[config.mk]
export PLATFORM = sky130hd
export DESIGN_NAME = rom_download_ctrl_flat
export DESIGN_NICKNAME = d
export VERILOG_FILES = /design/src/rtl/rom_download_ctrl_if.sv /design/src/rtl/rom_download_ctrl.sv /design/src/flat_wrapper.sv
export SDC_FILE = /design/constraint.sdc
export NUM_CORES = 1
export LEC_CHECK = 0
export CORE_MARGIN = 5
export CORE_UTILIZATION = 49
export DETAILED_ROUTE_END_ITERATION = 8
export GPL_TIMING_DRIVEN = 0
export PLACE_DENSITY = 0.87
export REMOVE_ABC_BUFFERS = 1
export SYNTH_ARGS = -nofsm -noshare
export SYNTH_HDL_FRONTEND = slang
export SYNTH_SLANG_ARGS = --single-unit
[constraint.sdc]
create_clock -name clk_sys -period 2.45 [get_ports clk_sys]
set_input_delay 0.49 -clock clk_sys [delete_from_list [all_inputs] [get_ports clk_sys]]
set_output_delay 0.49 -clock clk_sys [all_outputs]
set_load 0.03 [all_outputs]
[src/rtl/rom_download_ctrl_if.sv]
// Host download bus (ioctl_*) plus the ROM write bus (dn_*) it is converted into.
interface rom_download_ctrl_if;
    logic        ioctl_download;
    logic        ioctl_wr;
    logic [24:0] ioctl_addr;
    logic [7:0]  ioctl_dout;
    logic [7:0]  ioctl_index;
    logic        ioctl_wait;
    logic [13:0] dn_addr;
    logic [7:0]  dn_data;
    logic        dn_wr;

    modport master (
        output ioctl_download, ioctl_wr, ioctl_addr, ioctl_dout, ioctl_index,
        input  ioctl_wait, dn_addr, dn_data, dn_wr
    );

    modport slave (
        input  ioctl_download, ioctl_wr, ioctl_addr, ioctl_dout, ioctl_index,
        output ioctl_wait, dn_addr, dn_data, dn_wr
    );
endinterface

[src/rtl/rom_download_ctrl.sv]
// ROM download controller: forwards index-0 host bytes to the core ROM, latches index-1 config,
// holds the core in reset until the image is complete. Write pacing enabled by ROM_DOWNLOAD_CTRL_PACING_EN.
module rom_download_ctrl #(
    parameter int ROM_SIZE    = 16384,
    parameter int HOLD_CYCLES = 16,
    parameter int WR_GAP      = 2
) (
    input  logic               clk_sys,
    input  logic               reset,
    rom_download_ctrl_if.slave bus,
    output logic               core_reset,
    output logic [1:0]         game_mode,
    output logic [1:0]         overlay_type,
    output logic               rom_ok,
    output logic               err
);
    localparam logic [1:0]  ST_IDLE = 2'd0;
    localparam logic [1:0]  ST_LOAD = 2'd1;
    localparam logic [1:0]  ST_GAP  = 2'd2;
    localparam logic [1:0]  ST_HOLD = 2'd3;

    localparam logic [14:0] ROM_SIZE_W = 15'(ROM_SIZE);
    localparam logic [24:0] ROM_LIMIT  = 25'(ROM_SIZE);
    localparam logic [7:0]  HOLD_LAST  = 8'(HOLD_CYCLES - 1);
    localparam logic [3:0]  GAP_LAST   = 4'(WR_GAP - 1);

    logic [1:0]  state_reg, state_next;
    logic [14:0] cnt_reg, cnt_next;
    logic [7:0]  hold_cnt_reg, hold_cnt_next;
    logic [3:0]  gap_cnt_reg, gap_cnt_next;
    logic [7:0]  index_reg, index_next;
    logic        wait_reg, wait_next;
    logic        dn_wr_reg, dn_wr_next;
    logic [13:0] dn_addr_reg, dn_addr_next;
    logic [7:0]  dn_data_reg, dn_data_next;
    logic        core_reset_reg, core_reset_next;
    logic [1:0]  game_mode_reg, game_mode_next;
    logic [1:0]  overlay_reg, overlay_next;
    logic        rom_ok_reg, rom_ok_next;
    logic        err_reg, err_next;

    logic        start_load;
    logic        enter_hold;
    logic        is_rom_wr;
    logic        addr_in_rom;
    logic        is_cfg_wr;

    assign is_rom_wr   = (bus.ioctl_index == 8'd0);
    assign addr_in_rom = (bus.ioctl_addr < ROM_LIMIT);
    assign is_cfg_wr   = (bus.ioctl_index == 8'd1) && (bus.ioctl_addr == 25'd0);

    always_comb begin
        state_next     = state_reg;
        cnt_next       = cnt_reg;
        hold_cnt_next  = hold_cnt_reg;
        gap_cnt_next   = gap_cnt_reg;
        index_next     = index_reg;
        dn_wr_next     = 1'b0;
        dn_addr_next   = dn_addr_reg;
        dn_data_next   = dn_data_reg;
        game_mode_next = game_mode_reg;
        overlay_next   = overlay_reg;
        rom_ok_next    = rom_ok_reg;
        err_next       = err_reg;
        start_load     = 1'b0;
        enter_hold     = 1'b0;

        case (state_reg)
            ST_IDLE: begin
                start_load = bus.ioctl_download;
            end
            ST_LOAD: begin
                // A dropping download wins over a write presented in the same cycle.
                if (!bus.ioctl_download) begin
                    enter_hold = 1'b1;
                end else if (bus.ioctl_wr) begin
                    if (is_rom_wr) begin
                        if (addr_in_rom) begin
                            dn_wr_next   = 1'b1;
                            dn_addr_next = bus.ioctl_addr[13:0];
                            dn_data_next = bus.ioctl_dout;
                            if (cnt_reg != ROM_SIZE_W) begin
                                cnt_next = cnt_reg + 15'd1;
                            end
                        end else begin
                            err_next = 1'b1;
                        end
                    end else if (is_cfg_wr) begin
                        game_mode_next = bus.ioctl_dout[1:0];
                        overlay_next   = bus.ioctl_dout[3:2];
                    end
`ifdef ROM_DOWNLOAD_CTRL_PACING_EN
                    state_next   = ST_GAP;
                    gap_cnt_next = 4'd0;
`endif
                end
            end
            ST_GAP: begin
                if (!bus.ioctl_download) begin
                    enter_hold = 1'b1;
                end else begin
                    if (bus.ioctl_wr) begin
                        err_next = 1'b1;
                    end
                    if (gap_cnt_reg == GAP_LAST) begin
                        state_next = ST_LOAD;
                    end else begin
                        gap_cnt_next = gap_cnt_reg + 4'd1;
                    end
                end
            end
            default: begin
                if (bus.ioctl_download) begin
                    start_load = 1'b1;
                end else if (hold_cnt_reg == HOLD_LAST) begin
                    state_next    = ST_IDLE;
                    hold_cnt_next = 8'd0;
                end else begin
                    hold_cnt_next = hold_cnt_reg + 8'd1;
                end
            end
        endcase

        if (start_load) begin
            state_next    = ST_LOAD;
            cnt_next      = 15'd0;
            hold_cnt_next = 8'd0;
            rom_ok_next   = 1'b0;
            err_next      = 1'b0;
            index_next    = bus.ioctl_index;
        end

        // The image is good only if an index-0 download delivered every byte.
        if (enter_hold) begin
            state_next    = ST_HOLD;
            hold_cnt_next = 8'd0;
            if ((cnt_reg == ROM_SIZE_W) && (index_reg == 8'd0)) begin
                rom_ok_next = 1'b1;
            end
        end
    end

`ifdef ROM_DOWNLOAD_CTRL_PACING_EN
    assign wait_next = (state_next == ST_GAP);
`else
    assign wait_next = 1'b0;
`endif

    assign core_reset_next = (state_next != ST_IDLE);

    always_ff @(posedge clk_sys) begin
        if (reset) begin
            state_reg      <= ST_IDLE;
            cnt_reg        <= 15'd0;
            hold_cnt_reg   <= 8'd0;
            gap_cnt_reg    <= 4'd0;
            index_reg      <= 8'd0;
            wait_reg       <= 1'b0;
            dn_wr_reg      <= 1'b0;
            dn_addr_reg    <= 14'd0;
            dn_data_reg    <= 8'd0;
            core_reset_reg <= 1'b1;
            game_mode_reg  <= 2'd0;
            overlay_reg    <= 2'd0;
            rom_ok_reg     <= 1'b0;
            err_reg        <= 1'b0;
        end else begin
            state_reg      <= state_next;
            cnt_reg        <= cnt_next;
            hold_cnt_reg   <= hold_cnt_next;
            gap_cnt_reg    <= gap_cnt_next;
            index_reg      <= index_next;
            wait_reg       <= wait_next;
            dn_wr_reg      <= dn_wr_next;
            dn_addr_reg    <= dn_addr_next;
            dn_data_reg    <= dn_data_next;
            core_reset_reg <= core_reset_next;
            game_mode_reg  <= game_mode_next;
            overlay_reg    <= overlay_next;
            rom_ok_reg     <= rom_ok_next;
            err_reg        <= err_next;
        end
    end

    assign bus.ioctl_wait = wait_reg;
    assign bus.dn_wr      = dn_wr_reg;
    assign bus.dn_addr    = dn_addr_reg;
    assign bus.dn_data    = dn_data_reg;
    assign core_reset     = core_reset_reg;
    assign game_mode      = game_mode_reg;
    assign overlay_type   = overlay_reg;
    assign rom_ok         = rom_ok_reg;
    assign err            = err_reg;
endmodule

[src/flat_wrapper.sv]
// flat-port wrapper written by rule: the top's interface ports become plain ports
module rom_download_ctrl_flat 
#(
    parameter int ROM_SIZE    = 16384,
    parameter int HOLD_CYCLES = 16,
    parameter int WR_GAP      = 2
)
  (clk_sys, reset, core_reset, game_mode, overlay_type, rom_ok, err, bus_ioctl_download, bus_ioctl_wr, bus_ioctl_addr, bus_ioctl_dout, bus_ioctl_index, bus_ioctl_wait, bus_dn_addr, bus_dn_data, bus_dn_wr);
  rom_download_ctrl_if bus_i ();
  input  logic clk_sys;
  input  logic reset;
  output logic core_reset;
  output logic [1:0] game_mode;
  output logic [1:0] overlay_type;
  output logic rom_ok;
  output logic err;
  input wire logic [$bits(bus_i.ioctl_download)-1:0] bus_ioctl_download;
  input wire logic [$bits(bus_i.ioctl_wr)-1:0] bus_ioctl_wr;
  input wire logic [$bits(bus_i.ioctl_addr)-1:0] bus_ioctl_addr;
  input wire logic [$bits(bus_i.ioctl_dout)-1:0] bus_ioctl_dout;
  input wire logic [$bits(bus_i.ioctl_index)-1:0] bus_ioctl_index;
  output wire logic [$bits(bus_i.ioctl_wait)-1:0] bus_ioctl_wait;
  output wire logic [$bits(bus_i.dn_addr)-1:0] bus_dn_addr;
  output wire logic [$bits(bus_i.dn_data)-1:0] bus_dn_data;
  output wire logic [$bits(bus_i.dn_wr)-1:0] bus_dn_wr;
  assign bus_i.ioctl_download = bus_ioctl_download;
  assign bus_i.ioctl_wr = bus_ioctl_wr;
  assign bus_i.ioctl_addr = bus_ioctl_addr;
  assign bus_i.ioctl_dout = bus_ioctl_dout;
  assign bus_i.ioctl_index = bus_ioctl_index;
  assign bus_ioctl_wait = bus_i.ioctl_wait;
  assign bus_dn_addr = bus_i.dn_addr;
  assign bus_dn_data = bus_i.dn_data;
  assign bus_dn_wr = bus_i.dn_wr;
  rom_download_ctrl #(.ROM_SIZE(ROM_SIZE), .HOLD_CYCLES(HOLD_CYCLES), .WR_GAP(WR_GAP)) u_core (.clk_sys(clk_sys), .reset(reset), .bus(bus_i), .core_reset(core_reset), .game_mode(game_mode), .overlay_type(overlay_type), .rom_ok(rom_ok), .err(err));
endmodule
Yosys cells after proc, flatten, opt, wreduce, memory -nomap -nowiden:

Index checks and enable logic that the tools add are counted.

* bits in registers: 67
* input bits: 45
* output and inout bits: 31

* add/sub/neg operators: 3
* magnitude comparators: 1
* equality and inequality tests: 13
* multiplexer cells: 23
* bitwise logic cells: 6
* reduce and logical (&&, ||, !) cells: 20

Operator list (number)
* 25-bit zero test: 1
* 25-bit by 15-bit less-than comparator with 1-bit output (second input constant): 1
* 8-bit zero test: 2
* 15-bit by 1-bit adder with 15-bit output (second input constant): 1
* 15-bit == test (second input constant): 1
* 15-bit inequality test (second input constant): 1
* 1-bit 2-to-1 mux: 13
* 2-bit 2-to-1 mux: 6
* 2-bit inequality test (second input constant): 5
* 5-bit AND reduction: 2
* 8-bit by 1-bit adder with 8-bit output (second input constant): 1
* 8-bit by 1-bit == test with 1-bit output (second input constant): 1
* 8-bit by 4-bit == test with 1-bit output (second input constant): 1
* 8-bit 2-to-1 mux: 1
* 7-bit AND reduction: 1
* 1-bit NOT: 6
* 6-bit AND reduction: 1
* 2-bit OR reduction: 3
* 3-bit OR reduction: 2
* 5-bit OR reduction: 1
* 4-bit by 1-bit adder with 4-bit output (second input constant): 1
* 4-bit by 1-bit == test with 1-bit output (second input constant): 1
* 1-bit case mux with 2 select lines: 2
* 2-bit case mux with 2 select lines: 1
* 8 further kinds: 10

Longest topological paths before layout:

* word-level depth: 7
* gate-level depth with buffers: 8
* gate-level depth less buffers: 7

Worst setup path after synthesis:

Ideal clock, no wire load.

* kind: register to register
* start point: register u_core.state_reg[0]
* end point: register u_core.cnt_reg[9]
* arrival time: 1904 ps
* setup slack: 487 ps
* cell stages (with the launch flop): 9
* path buffers: 2
* period minus slack after synthesis: 1963 ps
* path through: dfxtp_1 > inv_1 > ha_1 > nand2b_1 > clkbuf_1 > nand2b_1 > clkbuf_1 > or4_1 > nand2_1

* longest elaborated chain between the ends: 4
* elaborated cells on any way between the ends: 7

RTL lines
* start: declaration: RTL line rom_download_ctrl.sv:27 `logic [1:0] state_reg, state_next;`
* start signal: assignment: RTL line rom_download_ctrl.sv:168 `state_reg <= state_next;`
* 2-bit by 1-bit == test with 1-bit output / 2-bit == test (equally long branches): RTL line rom_download_ctrl.sv:68 `case (state_reg)`
* 2-bit OR reduction (no line)
* 1-bit case mux with 2 select lines: RTL line rom_download_ctrl.sv:68
* 2-bit OR reduction (no line)
* end signal: assignment: RTL line rom_download_ctrl.sv:169 `cnt_reg <= cnt_next;`
* end: declaration: RTL line rom_download_ctrl.sv:28 `logic [14:0] cnt_reg, cnt_next;`

Several ways; a longest one is shown, not always the timed one.
A chain may end at the register's enable or synchronous reset.

Worst setup path in the final report:

* start point: input bus_ioctl_addr[23]
* end point: register u_core.cnt_reg[5]

* longest elaborated chain between the ends: 2

RTL lines
* start: declaration: RTL line flat_wrapper.sv:19 `input wire logic [$bits(bus_i.ioctl_addr)-1:0] bus_ioctl_addr;`
* 25-bit by 15-bit less-than comparator with 1-bit output: RTL line rom_download_ctrl.sv:49 `assign addr_in_rom = (bus.ioctl_addr < ROM_LIMIT);`
* 6-bit AND reduction (no line)

No other way between the ends.

==> reports/metrics.cfg <==
[synthesis]
synth_top_area_share_pct = 45.2
synth_top_family_by_area = simple AND/OR/NAND/NOR gates
synthSimpleGateAreaFrac_pct = 29.9
synthTopCellsByArea = dfxtp_1 (45%), nand2_1 (9.6%), a21oi_1 (6.9%), nor2_1 (4.4%), ha_1 (3.8%)
async_flop_share_pct = 0
yosys_warnings = 0
synth-xor-area-share_pct = 4.72
synth_compound_area_share_pct = 11.5
ys_seq_area_share_pct = 45.2
netlist_instances = 362
synth_top_area_cell = dfxtp_1
netlist_area_um2 = 2970
synth-edff-count = 0
yosysUniqueCellTypes = 42
ys_dominant_reg_cell = dfxtp_1
synthMuxAreaShare_pct = 1.35
synth.avg_cell_area_um2 = 8.21
synthAdderAreaFrac_pct = 3.79
ys_ff_latch = 67

[cts]
clk_pin_slew_ns = 0.08
cts_hold_buf = 0
insertion_delay_ns = 0.36
postCtsSetupBuffers = 0
cts_buffers = 9
cts_tree = done
cts.sinks = 67
clock_path_buffers = 2
htree_levels = 3
cts_root_buf = clkbuf_8

[worst_hold_path]
hp-class = reg2reg
min_path_cells = 2

[route]
dr.pass1.iters = 4
wirelength_mm = 7.60
ant_nets = 0
drt_iter0_drc = 147
wl_per_cell_um = 14.8
num_vias = 2809
vias_per_cell = 5.48
drc = 0

[global_route]
grt_pass1_vias = 2808
use_met1_pct = 23.2
track_usage_pct = 21.3
busiest_layer = met2
use_met2_pct = 34.2
antenna_found_initial = 0
grt_max_degree = 47
grt_pass1_wl_mm = 12.8
grt_remaining_overflow = 0
grt_util_met3_pct = 13.7

[power_and_ir_drop]
comb_power_share_pct = 10.1
leakagePower_nw = 1.39
p_per_area_nw_per_um2 = 656
power.switching_mw = 0.617
internal_power_mw = 2.03
power.share.clock_pct = 47.0
ir_drop_mv = 0.479
seqPwrFrac_pct = 42.9
swShare_pct = 23.3

[finish]
diodes = 0
layout_common_cells = nand2_1 (75), clkdlybuf4s50_1 (72), dfxtp_1 (67)
fin_nets = 487
utilization_pct = 68.1
n_fill_cell = 463
largest_reg_flops = 15
areaGrowthSynthToFinish_pct = 35.7
drive_above_1_share_pct = 5.94
layout_commonest_cell = nand2_1

[sta]
fin_tns_setup_ns = 0
fmax_mhz = 439
maxSlewHeadroom_pct = 44.3
finalSetupViolCount = 0
worst_clock_skew_ns = 0.0141
finalCritPeriodShare_pct = 93.0
rsz0062_at_grt = no
tightest_slew_ns = 0.835
hold_violations = 0
period_needed_ns = 2.28
slew_violations = 0

[job]
drv_cap = 0

[setup_path]
end_kind = flop
ff2ff_path_depth = 6
setup.worst_path.start_class = input pin
crit_arrival_ns = 2.57
slowest_delay_ns = 0.54
crit_family = simple AND/OR/NAND/NOR gates
crit_buf_inv = 1
cp_slowest_cell = or4_1
cp_cell_sequence = clkdlybuf4s50_1 > nor4_1 > and3_1 > nand3_4 > or4_1 > a21oi_1
critical_path_class = in2reg
path_depth = 6
crit_fanout = 9
required_ns = 2.74

[place]
port_buffers = 74
post-dp-hpwl_mm = 5.65
gp_congestion = 0.867

[floorplan]
die_area_um2 = 7720
num_io_pins = 76
chipWidth_um = 87.9
die_y_um = 87.9
core_um2 = 5920
fp-row-count = 28
start_util_pct = 50.2

[outcome]
outcome = complete, no violations

-- Yosys cell counts, types with 2 or more instances --
| cell type | count |
|---|---|
| nand2_1 | 76 |
| dfxtp_1 | 67 |
| a21oi_1 | 41 |
| nor2_1 | 35 |
| nand3_1 | 13 |
| nand4_1 | 12 |
| clkbuf_1 | 10 |
| xor2_1 | 10 |
| ha_1 | 9 |
| inv_1 | 9 |
| nor4_1 | 9 |
| nor3_1 | 6 |
| o21ai_0 | 6 |
| or3_1 | 6 |
| xnor2_1 | 6 |
| and3_1 | 5 |
| mux2i_1 | 4 |
| nand2b_1 | 4 |
| nor2b_1 | 3 |
| nor4b_1 | 3 |
| o211ai_1 | 3 |
| or4_1 | 3 |
| buf_2 | 2 |
| o31ai_1 | 2 |
-- cell families after synthesis --
kind of cell / Yosys count
buffers and inverters: 24
xor gates and xnor gates: 16
DFF: 67
AOI/OAI and AO/OA: 60
and+or+nand+nor: 181
muxes: 4
adders and majority gates: 9
other: 1
-- final timing paths --
| check | startpoint | end | slack, ns |
|---|---|---|---|
| max | bus_ioctl_addr[23] | u_core.cnt_reg[5] | 0.17 |
| min | u_core.bus.dn_addr[1] | u_core.bus.dn_addr[1] | 0.45 |
| max reg2reg | u_core.state_reg[1] | u_core.cnt_reg[9] | 0.24 |
| min reg2reg | u_core.bus.dn_addr[1] | u_core.bus.dn_addr[1] | 0.45 |
-- power by group through the flow --
stage               sequential [mW]  clock (mW)  combinational (mW)
floorplan                      1.16           0               0.125
global placement               1.16           0               0.257
detailed placement             1.16           0               0.263
CTS                            1.13        1.27               0.266
global route                   1.14        1.32               0.292
finish                         1.13        1.24               0.268
-- tightest hold or removal path: cells and delay by family (launching register included) --
kind,cells,cell delay (ns)
and+or+nand+nor,1,0.05
DFF,1,0.31
AOI/OAI and AO/OA,1,0.05
-- through the flow --
stage	cell area [µm²]	power (mW)	std cells	hold WS, ns	setup WS [ns]
after global placement	3730	1.41	496	0.437	-1.54
final	4030	2.64	513	0.452	0.170
after floorplan	2900	1.28	347	0.430	-0.112
after CTS	4030	2.67	513	0.455	0.0187
after global routing	4030	2.75	513	0.470	0.0244
after detailed placement	3740	1.42	497	0.444	-0.490
-- metal layers --
layer / wire, µm / share of wire [%]
met2: 3550 / 47
met3: 919 / 12
met4: 122 / 1.6
met1: 3010 / 40
met5: 0 / 0
-- layout make-up --
type	count	area [µm²]	area share (%)
clock buffer	9	124	3.07
clock inverter	7	146	3.63
inverter	9	33.8	0.838
multi-input combinational	271	1550	38.4
sequential	67	1340	33.3
tap	75	93.8	2.33
timing repair buffer	75	746	18.5
-- timing repair --
| action | in CTS | in global routing |
|---|---|---|
| endpoints found under the setup margin | 26 | 22 |
| gates resized for setup | 3 | 2 |
| pin swaps | 0 | 0 |
No activity file was read; power rests on OpenSTA's default activity.
